### config.mk
export PLATFORM = sky130hd
export DESIGN_NAME = reg_scoreboard
export DESIGN_NICKNAME = d
export VERILOG_FILES = /design/src/rtl/reg_scoreboard_pkg.sv /design/src/rtl/reg_scoreboard.sv
export SDC_FILE = /design/constraint.sdc
export NUM_CORES = 1
export LEC_CHECK = 0
export BUFFER_PORTS_ARGS = -buffer_cell sky130_fd_sc_hd__buf_4
export CAP_MARGIN = 10
export CORE_MARGIN = 2
export CORE_UTILIZATION = 50
export CTS_CLUSTER_SIZE = 40
export DETAILED_ROUTE_END_ITERATION = 16
export PLACE_DENSITY = 0.68
export SYNTH_ARGS = -nofsm -noshare
export SYNTH_HDL_FRONTEND = slang
export SYNTH_SLANG_ARGS = --single-unit
### constraint.sdc
create_clock -name clk -period 5.6 [get_ports clk]
set_input_delay 1.12 -clock clk [delete_from_list [all_inputs] [get_ports clk]]
set_output_delay 1.12 -clock clk [all_outputs]
set_load 0.01 [all_outputs]
### src/rtl/reg_scoreboard_pkg.sv
// Shared widths and drain FSM encoding for the
// register write scoreboard.
package reg_scoreboard_pkg;

   localparam int REG_ADDR_W = 5;
   localparam int NUM_REGS   = 32;

   localparam logic [REG_ADDR_W-1:0] REG_ZERO = '0;

   typedef enum logic [1:0] {
      ST_RUN   = 2'd0,
      ST_DRAIN = 2'd1,
      ST_DONE  = 2'd2
   } sb_state_e;

endpackage

### src/rtl/reg_scoreboard.sv
// Pending-write scoreboard: per-register 2-bit counters gate
// ID issue on read-after-write hazards, with a drain handshake.
module reg_scoreboard
   import reg_scoreboard_pkg::*;
#(
   parameter bit LOAD_ONLY = 1'b1
) (
   input  logic                  clk,
   input  logic                  rst,
   input  logic                  id_valid,
   input  logic                  id_is_load,
   input  logic                  id_read_en_1,
   input  logic                  id_read_en_2,
   input  logic [REG_ADDR_W-1:0] id_addr_1,
   input  logic [REG_ADDR_W-1:0] id_addr_2,
   input  logic                  id_write_en,
   input  logic [REG_ADDR_W-1:0] id_write_addr,
   input  logic                  wb_en,
   input  logic [REG_ADDR_W-1:0] wb_addr,
   input  logic                  drain_req,
   output logic                  drain_done,
   output logic                  stall_req,
   output logic                  issue,
   output logic                  busy,
   output logic                  err
);

   logic [1:0] cnt [NUM_REGS];

   logic      tracked;
   logic      hazard;
   logic      full;
   logic      wb_live;
   logic      wb_miss;

   sb_state_e state_q, state_d;
   logic      drain_done_q, drain_done_d;
   logic      err_q, err_d;

   assign cnt[0] = 2'd0;

   assign tracked = id_write_en
                 && (id_write_addr != REG_ZERO)
                 && (id_is_load || !LOAD_ONLY);

   // Registered counts only: a same-cycle writeback does not release.
   assign hazard = (id_read_en_1 && (id_addr_1 != REG_ZERO)
                    && (cnt[id_addr_1] != 2'd0))
                || (id_read_en_2 && (id_addr_2 != REG_ZERO)
                    && (cnt[id_addr_2] != 2'd0));

   assign full = tracked && (cnt[id_write_addr] == 2'd3);

   assign issue = id_valid && (state_q == ST_RUN)
               && !hazard && !full;

   assign stall_req = id_valid && !issue;

   assign wb_live = wb_en && (wb_addr != REG_ZERO);
   assign wb_miss = wb_live && (cnt[wb_addr] == 2'd0);

   for (genvar i = 1; i < NUM_REGS; i++) begin : g_cnt
      logic [1:0] cnt_q, cnt_d;
      logic       inc, dec;

      always_comb begin
         inc   = issue && tracked
              && (id_write_addr == REG_ADDR_W'(i));
         dec   = wb_live && (wb_addr == REG_ADDR_W'(i))
              && (cnt_q != 2'd0);
         cnt_d = cnt_q;
         if (inc && !dec) begin
            cnt_d = cnt_q + 2'd1;
         end else if (dec && !inc) begin
            cnt_d = cnt_q - 2'd1;
         end
      end

      always_ff @(posedge clk or negedge rst) begin
         if (!rst) begin
            cnt_q <= 2'd0;
         end else begin
            cnt_q <= cnt_d;
         end
      end

      assign cnt[i] = cnt_q;
   end

   always_comb begin
      busy = 1'b0;
      for (int i = 1; i < NUM_REGS; i++) begin
         busy = busy | (cnt[i] != 2'd0);
      end
   end

   always_comb begin
      state_d = state_q;
      unique case (state_q)
         ST_RUN: begin
            if (drain_req) state_d = ST_DRAIN;
         end
         ST_DRAIN: begin
            if (!drain_req) begin
               state_d = ST_RUN;
            end else if (!busy) begin
               state_d = ST_DONE;
            end
         end
         ST_DONE: begin
            if (!drain_req) state_d = ST_RUN;
         end
         default: state_d = ST_RUN;
      endcase
      drain_done_d = (state_d == ST_DONE);
      err_d        = err_q | wb_miss;
   end

   always_ff @(posedge clk or negedge rst) begin
      if (!rst) begin
         state_q      <= ST_RUN;
         drain_done_q <= 1'b0;
         err_q        <= 1'b0;
      end else begin
         state_q      <= state_d;
         drain_done_q <= drain_done_d;
         err_q        <= err_d;
      end
   end

   assign drain_done = drain_done_q;
   assign err        = err_q;

endmodule

==> out/qor.csv, run 1 <==
stage,metric,value,unit
outcome,outcome,completed,
run,max_cap_violations,0,
critical_path,crit_fanout,33,
timing,rsz0062_at_grt,false,
synthesis,synth_cells,537,
floorplan,die_h,106,um
floorplan,initial_core_util,0.508,
global_routing,antenna_found_initial,0,
synthesis,synth_edf_count,0,
clock_network,clock_sinks,66,
global_routing,grt_pass1_vias,4324,
clock_network,clockRootBuffer,clkbuf_8,
synthesis,synth_area,5180,um^2
routing,vias,4421,
layout,drive_gt1_frac,0.134,
critical_path,critPathLaunchType,input port,
synthesis,ys_seq_area_frac,0.319,
routing,wire_per_inst,20.3,um
synthesis,syn_area_per_cell,9.64,um^2
routing,dr.first_iter.drc_count,335,
layout,n_antenna_cell,0,
layout,final_cell_area,5700,um^2
synthesis,ys_warn_count,0,
routing,viasPerCell,6.28,
critical_path,end_kind,output pin,
clock_network,cts_made_buffers,9,
layout,final_nets,623,
critical_path,rr_startpoint,g_cnt[12].cnt_q[0],
timing,min_period_over_period,0.807,
timing,relSlewSlack,0.409,
global_routing,grt_usage,0.270,
clock_network,clk_latency,0.35,ns
critical_path,worstSetupPathType,input port to output pin,
synthesis,synthArstFlopShare,1.00,
placement,place_area,5510,um^2
synthesis,synth_fp_nets,597,
timing,tns,0,ns
power_and_ir_drop,leakagePower,0.00255,uW
synthesis,synth_flop_cell,dfrtp_1,
clock_network,cts_hold_buf,0,
placement,place.gp.congestion,0.932,
timing,finalSetupViolCount,0,
timing,slew_violations,0,
floorplan,core-area,10200,um^2
critical_path,crit_start,id_addr_2[1],
clock_network,cts-resized-gates,0,
timing,hold_viol,0,
routing,wirelength,14300,um
clock_network,cts_tree,yes,
placement,io_buffers,33,
clock_network,ctsHtreeMaxLevel,3,
power_and_ir_drop,peakVddDrop,136,uV
power_and_ir_drop,p_per_area,355,nW/um^2
critical_path,crit_arrival,3.40,ns
min_path,hp-start,g_cnt[30].cnt_q[1],
timing,timing.fmax,0.221,GHz
synthesis,yosysUniqueCellTypes,53,
clock_network,cts_buffer_depth,2,
floorplan,io_pins,34,
layout,layout_common_cells,"nor2_1 (81), dfrtp_1 (66), xor2_1 (62)",
layout,syn2layout_area_growth,10.1,%
timing,finClkSkew,0.00442,ns
layout,mostFrequentLayoutCell,nor2_1,
synthesis,ys_ff_latch,66,
min_path,hold_class,flip-flop to flip-flop,
routing,drc,0,
floorplan,die_w,106,um
global_routing,grt_first_pass_wirelength,23200,um
routing,ant_nets,0,
routing,drtPass1Iterations,5,
global_routing,grt_overflow,0,
timing,worst_slew_pin_slew,0.887,ns
global_routing,grt_max_degree,67,
critical_path,crit_required,4.48,ns
clock_network,cts_setup_buffers,0,
timing,post-route-min-period,4.52,ns
floorplan,rows,37,
floorplan,dieArea,11200,um^2
clock_network,clkTransAtPathRegs,0.07,ns
layout,postLayoutCoreUtil,0.560,
placement,dp_hpwl,10900,um
[cells in the mapped netlist (8+ instances only)]
library cell  number  area share
mux4_2            19       0.083
xnor2_1           31       0.052
nand3_1            9      0.0087
dfrtp_1           66        0.32
xor2_1            62        0.10
nor2_1            81       0.059
nand4_1           10       0.012
ha_1              31       0.075
nor4_1            33       0.040
and2_1             9       0.011
o21ai_0            8      0.0077
nand3b_1          27       0.039
clkbuf_1          13      0.0094
nand2_1           37       0.027
[sequential cells by signal, indices dropped and copies added (netlist names)]
signal and flops:
state_q 2, g_cnt.cnt_q 62, err 1, drain_done 1
[final cells by class]
| type | instances | area, um^2 |
|---|---|---|
| fill | 911 | 4480 |
| multi-input combinational | 447 | 3410 |
| sequential | 66 | 1650 |
| timing repair buffer | 34 | 255 |
| tap | 136 | 170 |
| clock buffer | 12 | 145 |
| clock inverter | 4 | 51.3 |
| inverter | 5 | 20.0 |
[power breakdown]
group          internal, uW  switching [uW]
logic                   368             457
clock network           218             198
registers               614             168
[metrics by stage]
step	setup WS [ns]	std cells	hold WS (ns)	power, uW
after floorplan	1.41	537	0.456	1320
after global placement	1.15	688	0.469	1570
after detailed placement	1.09	688	0.479	1590
after CTS	1.09	704	0.492	2010
after global routing	0.951	704	0.500	2130
final	1.08	704	0.489	2020
[path summary, 6_finish.rpt]
check,end,slack (ns),cells after the start
worst min register to register,g_cnt[30].cnt_q[1],0.49,1
min in group asynchronous,g_cnt[22].cnt_q[1],0.87,1
max in group asynchronous,state_q[0],4.13,1
worst min-delay path,g_cnt[30].cnt_q[1],0.49,1
worst max-delay path,stall_req,1.08,10
worst max register to register,g_cnt[29].cnt_q[1],1.82,12
[routing by layer]
layer	vias up	GRT usage	share of wire
met4	0	0.0714	0.022
li1	2007	-	-
met1	2173	0.384	0.44
met5	-	0	0
met2	208	0.414	0.45
met3	33	0.0656	0.088
[cells by family (layout without fill, tap and decap cells)]
family	Yosys count	in the layout	synth area share
buffers and inverters	24	55	0.0227
DFF	66	66	0.319
muxes	29	29	0.109
and+or+nand+nor	245	245	0.249
xor gates and xnor gates	93	93	0.157
adders and majority gates	31	31	0.0749
AOI/OAI and AO/OA	49	49	0.0681
[worst max-delay path, cell delays in order]
cell and delay, ns:
buf_4 0.12, clkinv_2 0.14, mux4_2 0.35, and2_1 0.13, a211oi_1 0.05, o311a_1 0.34, or4b_1 0.52, buf_4 0.26
o21a_1 0.22, buf_4 0.14
(Power assumes the default switching activity.)
==> run 2: changes to the inputs <==
--- a/config.mk
+++ b/config.mk
@@ -11,7 +11,7 @@
 export CORE_UTILIZATION = 50
 export CTS_CLUSTER_SIZE = 40
 export DETAILED_ROUTE_END_ITERATION = 16
-export PLACE_DENSITY = 0.68
+export PLACE_DENSITY = 0.7
 export SYNTH_ARGS = -nofsm -noshare
 export SYNTH_HDL_FRONTEND = slang
 export SYNTH_SLANG_ARGS = --single-unit
==> constraint.sdc (replaced) <==
create_clock -name clk -period 3.65 [get_ports clk]
set_input_delay 0.73 -clock clk [delete_from_list [all_inputs] [get_ports clk]]
set_output_delay 0.73 -clock clk [all_outputs]
set_load 0.01 [all_outputs]
==> out/qor.csv, run 2 (synthesis gave the netlist of run 1 again) <==
stage,metric,value,unit
power_and_ir_drop,peakVddDrop,265,uV
layout,top_regs,"g_cnt.cnt_q: 62 flops, state_q: 2 flops",
layout,mostFrequentLayoutCell,dfrtp_1,
timing,relSlewSlack,0.406,
run,max_cap_violations,0,
timing,hold_ws,0.462,ns
clock_network,clkTransAtPathRegs,0.08,ns
routing,drtPass1Iterations,5,
timing,hold_viol,0,
floorplan,io_pins,34,
floorplan,core-area,10200,um^2
critical_path,cp_slowest_stage_delay,0.53,ns
clock_network,clockRootBuffer,clkbuf_8,
global_routing,grt_pass1_vias,4546,
critical_path,critPathLaunchType,flip-flop,
floorplan,die_w,106,um
critical_path,end_kind,output pin,
floorplan,die_h,106,um
routing,wirelength,15000,um
layout,largest_reg_flops,62,
floorplan,initial_core_util,0.508,
clock_network,cts_tree,yes,
critical_path,worstSetupPathType,flip-flop to output pin,
timing,timing.fmax,0.276,GHz
placement,place.gp.congestion,0.970,
global_routing,antenna_found_initial,0,
min_path,hold_class,input port to asynchronous set/reset pin,
timing,finClkSkew,0.00998,ns
timing,slew_violations,0,
layout,syn2layout_area_growth,15.8,%
floorplan,rows,37,
routing,ant_nets,0,
outcome,outcome,completed,
global_routing,grt_usage,0.276,
layout,final_nets,642,
clock_network,ctsHtreeMaxLevel,3,
routing,dr.first_iter.drc_count,421,
layout,n_antenna_cell,0,
layout,layout_common_cells,"dfrtp_1 (66), xor2_1 (62), nor2_1 (57)",
layout,postLayoutCoreUtil,0.589,
routing,vias,4602,
critical_path,rr_startpoint,g_cnt[5].cnt_q[0],
clock_network,clock_sinks,66,
routing,viasPerCell,6.37,
critical_path,crit_required,2.92,ns
critical_path,slowest_stage,or4b_4,
layout,drive_gt1_frac,0.210,
power_and_ir_drop,p_per_area,563,nW/um^2
critical_path,crit_fanout,17,
timing,worst_slew_pin_slew,0.891,ns
placement,io_buffers,33,
routing,wire_per_inst,20.8,um
critical_path,crit_chain,"nor2_2, mux4_2, nor2b_1, nor4_1, a21oi_1, or4b_4, buf_12, o21a_1, buf_4",
layout,final_cell_area,6000,um^2
timing,post-route-min-period,3.62,ns
routing,drc,0,
global_routing,grt_max_degree,67,
critical_path,crit_start,g_cnt[5].cnt_q[0],
power_and_ir_drop,power,3370,uW
floorplan,dieArea,11200,um^2
global_routing,grt_first_pass_wirelength,23800,um
clock_network,cts_hold_buf,0,
placement,dp_hpwl,11000,um
placement,place_area,5650,um^2
clock_network,cts_buffer_depth,2,
clock_network,clk_latency,0.37,ns
timing,min_period_over_period,0.991,
critical_path,crit_arrival,2.89,ns
global_routing,grt_overflow,0,
clock_network,cts_made_buffers,9,
power_and_ir_drop,leakagePower,0.00268,uW
layout,largest-register,g_cnt.cnt_q,
timing,finalSetupViolCount,0,
==> run 2: timing repair <==
item | in CTS | in global routing
endpoints found under the setup margin | 2 | 2
resized for setup | 10 | 22
pin swaps | 0 | 1
cloned | 0 | 1
buffers inserted | 0 | 1
==> run 2: per-stage QoR <==
step                      setup slack [ns]  instances  setup TNS (ns)
final                               0.0321        723               0
after global routing               -0.0599        723         -0.0599
after detailed placement           -0.0495        705         -0.0752
after CTS                         0.000732        721               0
after global placement              0.0335        705               0
after floorplan                      0.244        537               0
==> run 2: area by class of cell <==
class                      count  area, um^2
multi-input combinational    447        3500
sequential                    66        1650
clock buffer                  11         141
inverter                       5        23.8
timing repair buffer          53         428
tap                          136         170
clock inverter                 5        77.6
fill                         877        4190
==> run 2: worst paths after layout <==
check                                endpoint  slack (ns)  cells after the start
setup / recovery                    stall_req        0.03                      9
hold / removal             g_cnt[23].cnt_q[0]        0.46                      1
setup reg to reg           g_cnt[30].cnt_q[1]        0.26                     13
hold reg to reg                           err        0.49                      1
max in group asynchronous  g_cnt[20].cnt_q[1]        2.58                      1
min in group clk                          err        0.49                      1
==> run 2: metal layers <==
layer  GRT usage  wire, um  vias up
li1            -         -     2051
met4       0.116       370        0
met2       0.406      6690      273
met5           0         0        -
met1       0.384      6330     2247
met3      0.0742      1630       31
==> run 2: worst max-delay path, delay by kind of cell, from the launching register on <==
family	cells	cell delay (ns)
simple gates	4	1.07
flops	1	0.44
compound gates	2	0.38
buf+inv	2	0.32
mux	1	0.30
==> run 2: report_power, final <==
| group | internal [uW] | switching [uW] |
|---|---|---|
| sequential | 942 | 307 |
| clock | 401 | 308 |
| combinational | 690 | 726 |
| total | 2030 | 1340 |
==> run 3: changes to the inputs <==
--- a/config.mk
+++ b/config.mk
@@ -11,7 +11,9 @@
 export CORE_UTILIZATION = 50
 export CTS_CLUSTER_SIZE = 40
 export DETAILED_ROUTE_END_ITERATION = 16
+export GPL_TIMING_DRIVEN = 0
 export PLACE_DENSITY = 0.7
+export REMOVE_ABC_BUFFERS = 1
 export SYNTH_ARGS = -nofsm -noshare
 export SYNTH_HDL_FRONTEND = slang
 export SYNTH_SLANG_ARGS = --single-unit
==> out/qor.csv, run 3 (synthesis gave the netlist of run 1 again) <==
stage,metric,value,unit
global_routing,grt_first_pass_wirelength,23100,um
power_and_ir_drop,p_per_area,517,nW/um^2
timing,hold_ws,0.470,ns
timing,finalSetupViolCount,0,
critical_path,rr_startpoint,g_cnt[13].cnt_q[0],
critical_path,worstSetupPathType,flip-flop to output pin,
floorplan,rows,37,
critical_path,crit_arrival,2.86,ns
floorplan,io_pins,34,
layout,syn2layout_area_growth,10.5,%
layout,n_antenna_cell,0,
global_routing,antenna_found_initial,0,
timing,rsz0062_at_grt,false,
layout,drive_gt1_frac,0.158,
timing,worst_slew_pin_slew,0.902,ns
global_routing,grt_overflow,0,
floorplan,core-area,10200,um^2
routing,wire_per_inst,20.2,um
run,max_cap_violations,0,
layout,largest_reg_flops,62,
global_routing,grt_usage,0.271,
routing,drtPass1Iterations,5,
critical_path,rr_endpoint,g_cnt[26].cnt_q[1],
routing,viasPerCell,6.26,
critical_path,crit_required,2.92,ns
timing,finClkSkew,0.00971,ns
clock_network,cts_made_buffers,9,
routing,wirelength,14300,um
routing,vias,4415,
layout,largest-register,g_cnt.cnt_q,
critical_path,reg2reg_slack,0.19,ns
layout,top_regs,"g_cnt.cnt_q: 62 flops, state_q: 2 flops",
routing,dr.first_iter.drc_count,368,
power_and_ir_drop,peakVddDrop,182,uV
outcome,outcome,completed,
placement,place.gp.congestion,0.980,
global_routing,grt_pass1_vias,4369,
clock_network,cts_buffer_depth,2,
timing,tns,0,ns
global_routing,grt_max_degree,67,
placement,io_buffers,33,
floorplan,die_h,106,um
routing,drc,0,
power_and_ir_drop,leakagePower,0.00255,uW
clock_network,clk_latency,0.36,ns
timing,timing.fmax,0.279,GHz
floorplan,die_w,106,um
clock_network,ctsHtreeMaxLevel,3,
critical_path,critPathLaunchType,flip-flop,
critical_path,end_kind,output pin,
timing,min_period_over_period,0.983,
timing,hold_viol,0,
critical_path,crit_fanout,5,
clock_network,cts_hold_buf,0,
routing,ant_nets,0,
clock_network,clockRootBuffer,clkbuf_8,
layout,final_nets,625,
layout,postLayoutCoreUtil,0.562,
clock_network,cts_tree,yes,
clock_network,clkTransAtPathRegs,0.07,ns
timing,slew_violations,0,
critical_path,reg2regPathDepth,10,
timing,relSlewSlack,0.397,
min_path,hold_class,input port to asynchronous set/reset pin,
clock_network,clock_sinks,66,
floorplan,dieArea,11200,um^2
timing,post-route-min-period,3.59,ns
placement,dp_hpwl,10400,um
floorplan,initial_core_util,0.508,
layout,layout_common_cells,"nor2_1 (72), dfrtp_1 (66), xor2_1 (62)",
layout,mostFrequentLayoutCell,nor2_1,
==> run 3: changes by cell type in the layout (fill, tap and decap cells not counted), sizes merged <==
cell / previous run / this run
clkbuf: 12 / 11
clkinv: 3 / 5
or4b: 1 / 2
clkinvlp: 2 / 0
inv: 3 / 4
bufinv: 2 / 0
buf: 52 / 35
==> run 3: layout make-up <==
| type | count | area, um^2 |
|---|---|---|
| fill | 939 | 4460 |
| multi-input combinational | 448 | 3470 |
| sequential | 66 | 1650 |
| timing repair buffer | 35 | 263 |
| tap | 136 | 170 |
| clock buffer | 11 | 131 |
| clock inverter | 4 | 20.0 |
| inverter | 5 | 20.0 |
==> run 3: how the worst max path moves through the flow <==
stage	startpoint	cells after the start	endpoint
floorplan	id_addr_2[1]	7	stall_req
global placement	id_addr_2[1]	12	g_cnt[25].cnt_q[1]
detailed placement	id_addr_2[1]	12	g_cnt[25].cnt_q[1]
CTS	id_addr_2[1]	9	stall_req
global route	g_cnt[3].cnt_q[0]	8	stall_req
finish	g_cnt[13].cnt_q[0]	7	stall_req
==> run 3: report_power, final <==
part	switching (uW)	internal, uW
combinational	647	581
sequential	267	943
clock	284	238
total	1200	1760
==> run 3: what timing repair did <==
action                     4_1_cts  5_1_grt
buffers inserted                 2        0
setup endpoints to repair       49       23
cloned                           1        0
gates resized for setup         10        5
pin swaps                        1        0
==> run 3: metrics by stage <==
step                      instance area, um^2  power [uW]  setup slack [ns]  std cells
after CTS                                5710        2930             0.100        705
after global routing                     5720        3120            0.0123        705
after global placement                   5500        2340            -0.594        687
final                                    5720        2960            0.0613        705
after detailed placement                 5500        2380            -0.549        687
after floorplan                          5080        2000            0.0613        518
==> run 3: critical path: stages, from the launching register on <==
cell and delay (ns):
dfrtp_1 0.43, nor2_1 0.37, mux4_1 0.31, a211oi_1 0.07
o311a_1 0.39, or4b_4 0.55, o21a_1 0.22, buf_4 0.15
==> run 3: routing by layer <==
metal  track usage  share of wire
met1         0.370           0.44
met2         0.399           0.45
met3        0.0693          0.083
met4         0.134          0.034
met5             0              0
